$ cat config.mk
export PLATFORM = sky130hd
export DESIGN_NAME = decoder_3to8
export DESIGN_NICKNAME = d
export VERILOG_FILES = /design/src/rtl/decoder_3to8.sv
export SDC_FILE = /design/constraint.sdc
export NUM_CORES = 1
export LEC_CHECK = 0
export ABC_AREA = 1
export ABC_CLOCK_PERIOD_IN_PS = 1200
export BUFFER_PORTS_ARGS = -buffer_cell sky130_fd_sc_hd__buf_4
export CORE_AREA = 2 2 39 41
export CTS_BUF_LIST = sky130_fd_sc_hd__clkbuf_16
export CTS_CLUSTER_DIAMETER = 60
export DETAILED_ROUTE_END_ITERATION = 6
export DIE_AREA = 0 0 41 43
export SYNTH_ARGS = -nofsm -noshare
export SYNTH_HDL_FRONTEND = slang
export SYNTH_SLANG_ARGS = --single-unit
export TNS_END_PERCENT = 20
$ cat constraint.sdc
create_clock -name clk -period 1.2 [get_ports clk]
set_clock_uncertainty 0.1 [all_clocks]
set_input_delay 0.24 -clock clk [delete_from_list [all_inputs] [get_ports clk]]
set_output_delay 0.24 -clock clk [all_outputs]
set_load 0.005 [all_outputs]
$ cat src/rtl/decoder_3to8.sv
// decoder_3to8: one-hot 3-to-8 decoder with a gate-level/case cross-check and optional output register
module decoder_3to8 #(
    parameter bit CHECK_EN = 1'b1,
    parameter bit REG_OUT  = 1'b1
) (
    input  logic       clk,
    input  logic       reset,
    input  logic       en,
    input  logic [2:0] in,
    output logic [7:0] d,
    output logic [7:0] d_q,
    output logic       d_q_valid,
    output logic       mismatch
);
    logic [7:0] g;

    for (genvar k = 0; k < 8; k++) begin : g_gate
        localparam logic [2:0] sel_k = 3'(k);
        assign g[k] = en & (in[2] ~^ sel_k[2]) & (in[1] ~^ sel_k[1]) & (in[0] ~^ sel_k[0]);
    end

    // Unknown en/in falls to the default branch and yields all zeros
    always_comb begin
        case ({en, in})
            4'b1000: d = 8'h01;
            4'b1001: d = 8'h02;
            4'b1010: d = 8'h04;
            4'b1011: d = 8'h08;
            4'b1100: d = 8'h10;
            4'b1101: d = 8'h20;
            4'b1110: d = 8'h40;
            4'b1111: d = 8'h80;
            default: d = 8'h00;
        endcase
    end

    if (REG_OUT) begin : g_reg
        always_ff @(posedge clk or negedge reset) begin
            if (!reset) begin
                d_q       <= 8'h00;
                d_q_valid <= 1'b0;
            end else begin
                d_q       <= d;
                d_q_valid <= 1'b1;
            end
        end
    end else begin : g_noreg
        assign d_q       = d;
        assign d_q_valid = reset;
    end

    if (CHECK_EN) begin : g_chk
        always_ff @(posedge clk or negedge reset) begin
            if (!reset)
                mismatch <= 1'b0;
            else if (g != d)
                mismatch <= 1'b1;
        end
    end else begin : g_nochk
        assign mismatch = 1'b0;
    end
endmodule

## Word-level counts from Yosys, hierarchy flattened

Memory sizes are Yosys's and may differ from the RTL's.
Cells that the tools add are included.

| storage, ports and cells | value |
|---|---|
| memory bits (read-only) | 128 |
| memories kept | 1 |
| output and inout port bits | 18 |
| logic and storage cells | 22 |
| register bits | 10 |

Memory list:

| name | words | width | rd ports | clocked after Yosys merged registers in | wr ports | RTL line | RTL |
|---|---|---|---|---|---|---|---|
| (name not given) | 16 | 8 | 1 | 0 | 0 | 24 | `case ({en, in})` |

| operators by class | value |
|---|---|
| eq/ne operators | 1 |
| bitwise logic cells | 17 |

Operators by type and width:

| operator | count |
|---|---|
| bitwise AND 1 bit | 14 |
| != test 8 bit | 1 |
| NOT 1 bit | 3 |

## Depth between registers and ports, before layout

| depth | value |
|---|---|
| depth after elaboration | 5 |
| gate-level depth with buffers | 3 |
| mapped depth without buffers | 3 |

## Worst setup path after synthesis

OpenSTA, ideal clock, no wires.

| timing path | value |
|---|---|
| path type | input-to-output |
| from | input port in[2] |
| to | output port d[0] |
| required time | 0.860 ns |
| arrival | 0.503 ns |
| cell stages on the path | 3 |
| slack | 0.357 ns |
| cell sequence | inv_1 > nand3_1 > nor2_1 |

| between the ends | value |
|---|---|
| cells in the longest elaborated chain, start to end | 1 |

Ends and longest elaborated chain:

| element | RTL line | RTL |
|---|---|---|
| from (decl) | 9 | `input logic [2:0] in,` |
| memory (16 x 8 bit) | n/a |  |
| to (decl) | 10 | `output logic [7:0] d,` |

No other way between the ends.

## Final worst setup path

| timing path | value |
|---|---|
| from | input port in[1] |
| to | output port d[5] |

The elaborated chain is that of the path after synthesis.

==> summary.md <==
| Metric | Value |
|---|---|
| Outcome | `completed` |
| Warnings from Yosys | `0` |
| Wire length of the first global-routing pass | `1.01 mm` |
| Sequential fraction of the synthesis area | `78.4%` |
| # diodes | `0` |
| Overall global routing resource usage | `8.95%` |
| Number of failing hold endpoints at the final stage | `0` |
| Post-synth top area share | `78.4%` |
| Met2 usage | `13.1%` |
| Minimum period implied by the final worst setup slack | `1.12 ns` |
| Worst voltage drop across the vdd grid | `0.000828 V` |
| CTS Root Buffer Type | `clkbuf_16` |
| Max clock buf depth | `2` |
| Met1 GRT Util | `9.40%` |
| Busiest layer in global routing | `met2` |
| Mean Syn Cell Area | `11.8 µm²` |
| Number of synthesized register bits | `10` |
| TritonCTS clock tree | `yes` |
| Count of vias placed by the detailed router | `269` |
| Worst hold margin | `0.120 ns` |
| Number of I/O pins | `24` |
| Most frequent standard cell in the layout excluding fill and tap cells | `buf_4` |
| Max FO, Critical Path | `3` |
| Total core area | `0.00138 mm²` |
| TritonCTS buffer count | `3` |
| Antenna Nets Post-Route | `0` |
| HPWL reported at the end of detailed placement | `532 µm` |
| DR iter-0 viols | `5` |
| Data arrival time of the worst path | `0.78 ns` |
| Cells taking the most area after synthesis | `dfrtp_1 (78%), nor2_1 (9.4%), nand3_1 (6.3%)` |
| Final global-route overflow total | `0` |
| DRT Wirelength | `670 µm` |
| X dimension of the die | `41 µm` |
| # Max-Cap Violations | `0` |
| Dominant cell type by area after synthesis | `dfrtp_1` |
| Row Count | `14` |
| Initial DRT Pass Iterations | `2` |
| Met3 Track Usage GR | `1.57%` |
| Number of buffers added on ports | `23` |
| Post-placement worst setup slack | `0.0716 ns` |
| Type of destination of the critical path | `output port` |
| Path type of the worst setup path | `input port to output port` |
| Die boundary height | `43 µm` |
| Final Slew Violations | `0` |
| Startpoint kind of the worst setup timing path | `input port` |
| Tightest Hold Check Type | `input port to flop` |
| Critical path data required time | `0.86 ns` |
| H-tree depth | `1` |
| Effective utilization at floorplan | `23.1%` |
| Total of fill cells in the finished design | `155` |
| Count of different cell masters after synthesis | `7` |
| Final routed wire length divided by cell count | `9.71 µm` |
| Crit. Startpoint | `in[1]` |
| Syn nets | `33` |
| Post-CTS setup repair buffer count | `0` |
| Final weighted congestion in routability-driven placement | `0.649` |
| # placed instances | `65` |
| Via count of the first global-routing pass | `271` |
| Post-Syn Instances | `27` |
| Most frequent cells in the layout | `buf_4 (23), dfrtp_1 (10), nor2_1 (8)` |
| Design area | `593 µm²` |
| Largest net degree at the start of global routing | `11` |
| Sum Neg Setup Slack | `0 ns` |
| Synthesized cell area | `319 µm²` |
| Crit share post-route | `93.7%` |
| Quantity of gates resized following cts | `0` |
| Die area | `0.00176 mm²` |
| Number of sinks on the clock net | `10` |
| PnR Total Power | `975 µW` |
| Clock network latency to the later pin of the worst-skew pair | `0.23 ns` |
| Leakage power summed over all cells | `0.337 nW` |
| RR Startpoint | `mismatch` |
| P per Cell Area | `1640 mW/mm²` |
| Proportion of layout cells with a drive suffix above 1 | `50.9%` |
| Share of the core filled with cells | `42.9%` |
| Residual DRC | `0` |
| Initial antenna violation count | `0` |
| CTS clock-pin slew for the worst setup and hold paths | `0.04 ns` |
| Cts-stage hold buffer count | `1` |
| Layout Nets | `61` |
| Start point of the worst hold path | `in[0]` |
| Post-Layout Cell Count | `69` |
| Area growth from synthesis to layout | `85.9%` |
| Setup-violating endpoint count in the final report | `0` |
| Setup repair after global routing missed its margin | `false` |
| Fmax | `0.889 GHz` |
| Total cell area at the placement stage | `508 µm²` |
| Setup slack after layout | `0.0754 ns` |
| Via density | `3.90` |
where the power goes:
| part | total, mW | internal (mW) | leakage [nW] | switching (mW) |
|---|---|---|---|---|
| sequential | 0.350 | 0.347 | 0.135 | 0.00215 |
| combinational | 0.0646 | 0.0347 | 0.164 | 0.0299 |
| clock | 0.561 | 0.430 | 0.0370 | 0.131 |
| total | 0.975 | 0.812 | 0.337 | 0.163 |
metal layers:
metal	routed length [µm]	up-vias
li1	-	133
met1	280	122
met2	344	14
met3	45	0
met4	0	0
met5	0	-
path summary, 6_finish.rpt:
kind	end	slack, ns	cells past startpoint
worst min register to register	mismatch	0.27	0
min in group asynchronous	mismatch	0.28	2
worst max register to register	mismatch	0.61	0
max in group asynchronous	d_q_valid	0.59	2
worst min-delay path	d_q[4]	0.12	2
worst max-delay path	d[5]	0.08	5
sequential cells by signal, summed over array words and instances (netlist names):
| name | cells |
|---|---|
| d_q | 8 |
| mismatch | 1 |
| d_q_valid | 1 |
kinds of logic after synthesis:
kind of cell,Yosys count,share of synthesized area (%)
DFF,10,78.4
other,1,1.18
and+or+nand+nor,12,15.7
buffers and inverters,4,4.70
worst max-delay path, cell delays in order:
cell and delay, ns:
buf_4 0.12, inv_1 0.06, nand3_1 0.08, nor2_1 0.15
buf_4 0.14
cell type report:
type / instances / area, µm² / share of cell area (%)
Clock buffer: 3 / 75.1 / 12.7
Sequential cell: 10 / 250 / 42.2
Tap cell: 16 / 20.0 / 3.38
Timing Repair Buffer: 24 / 183 / 30.8
Multi-Input combinational cell: 13 / 53.8 / 9.07
Inverter: 3 / 11.3 / 1.90
synthesized netlist by cell type:
| cell type | count |
|---|---|
| clkbuf_1 | 1 |
| inv_2 | 1 |
| nand3_1 | 4 |
| dfrtp_1 | 10 |
| nor2_1 | 8 |
| inv_1 | 2 |
| conb_1 | 1 |
Note: power is estimated with default switching activity, not from simulation.
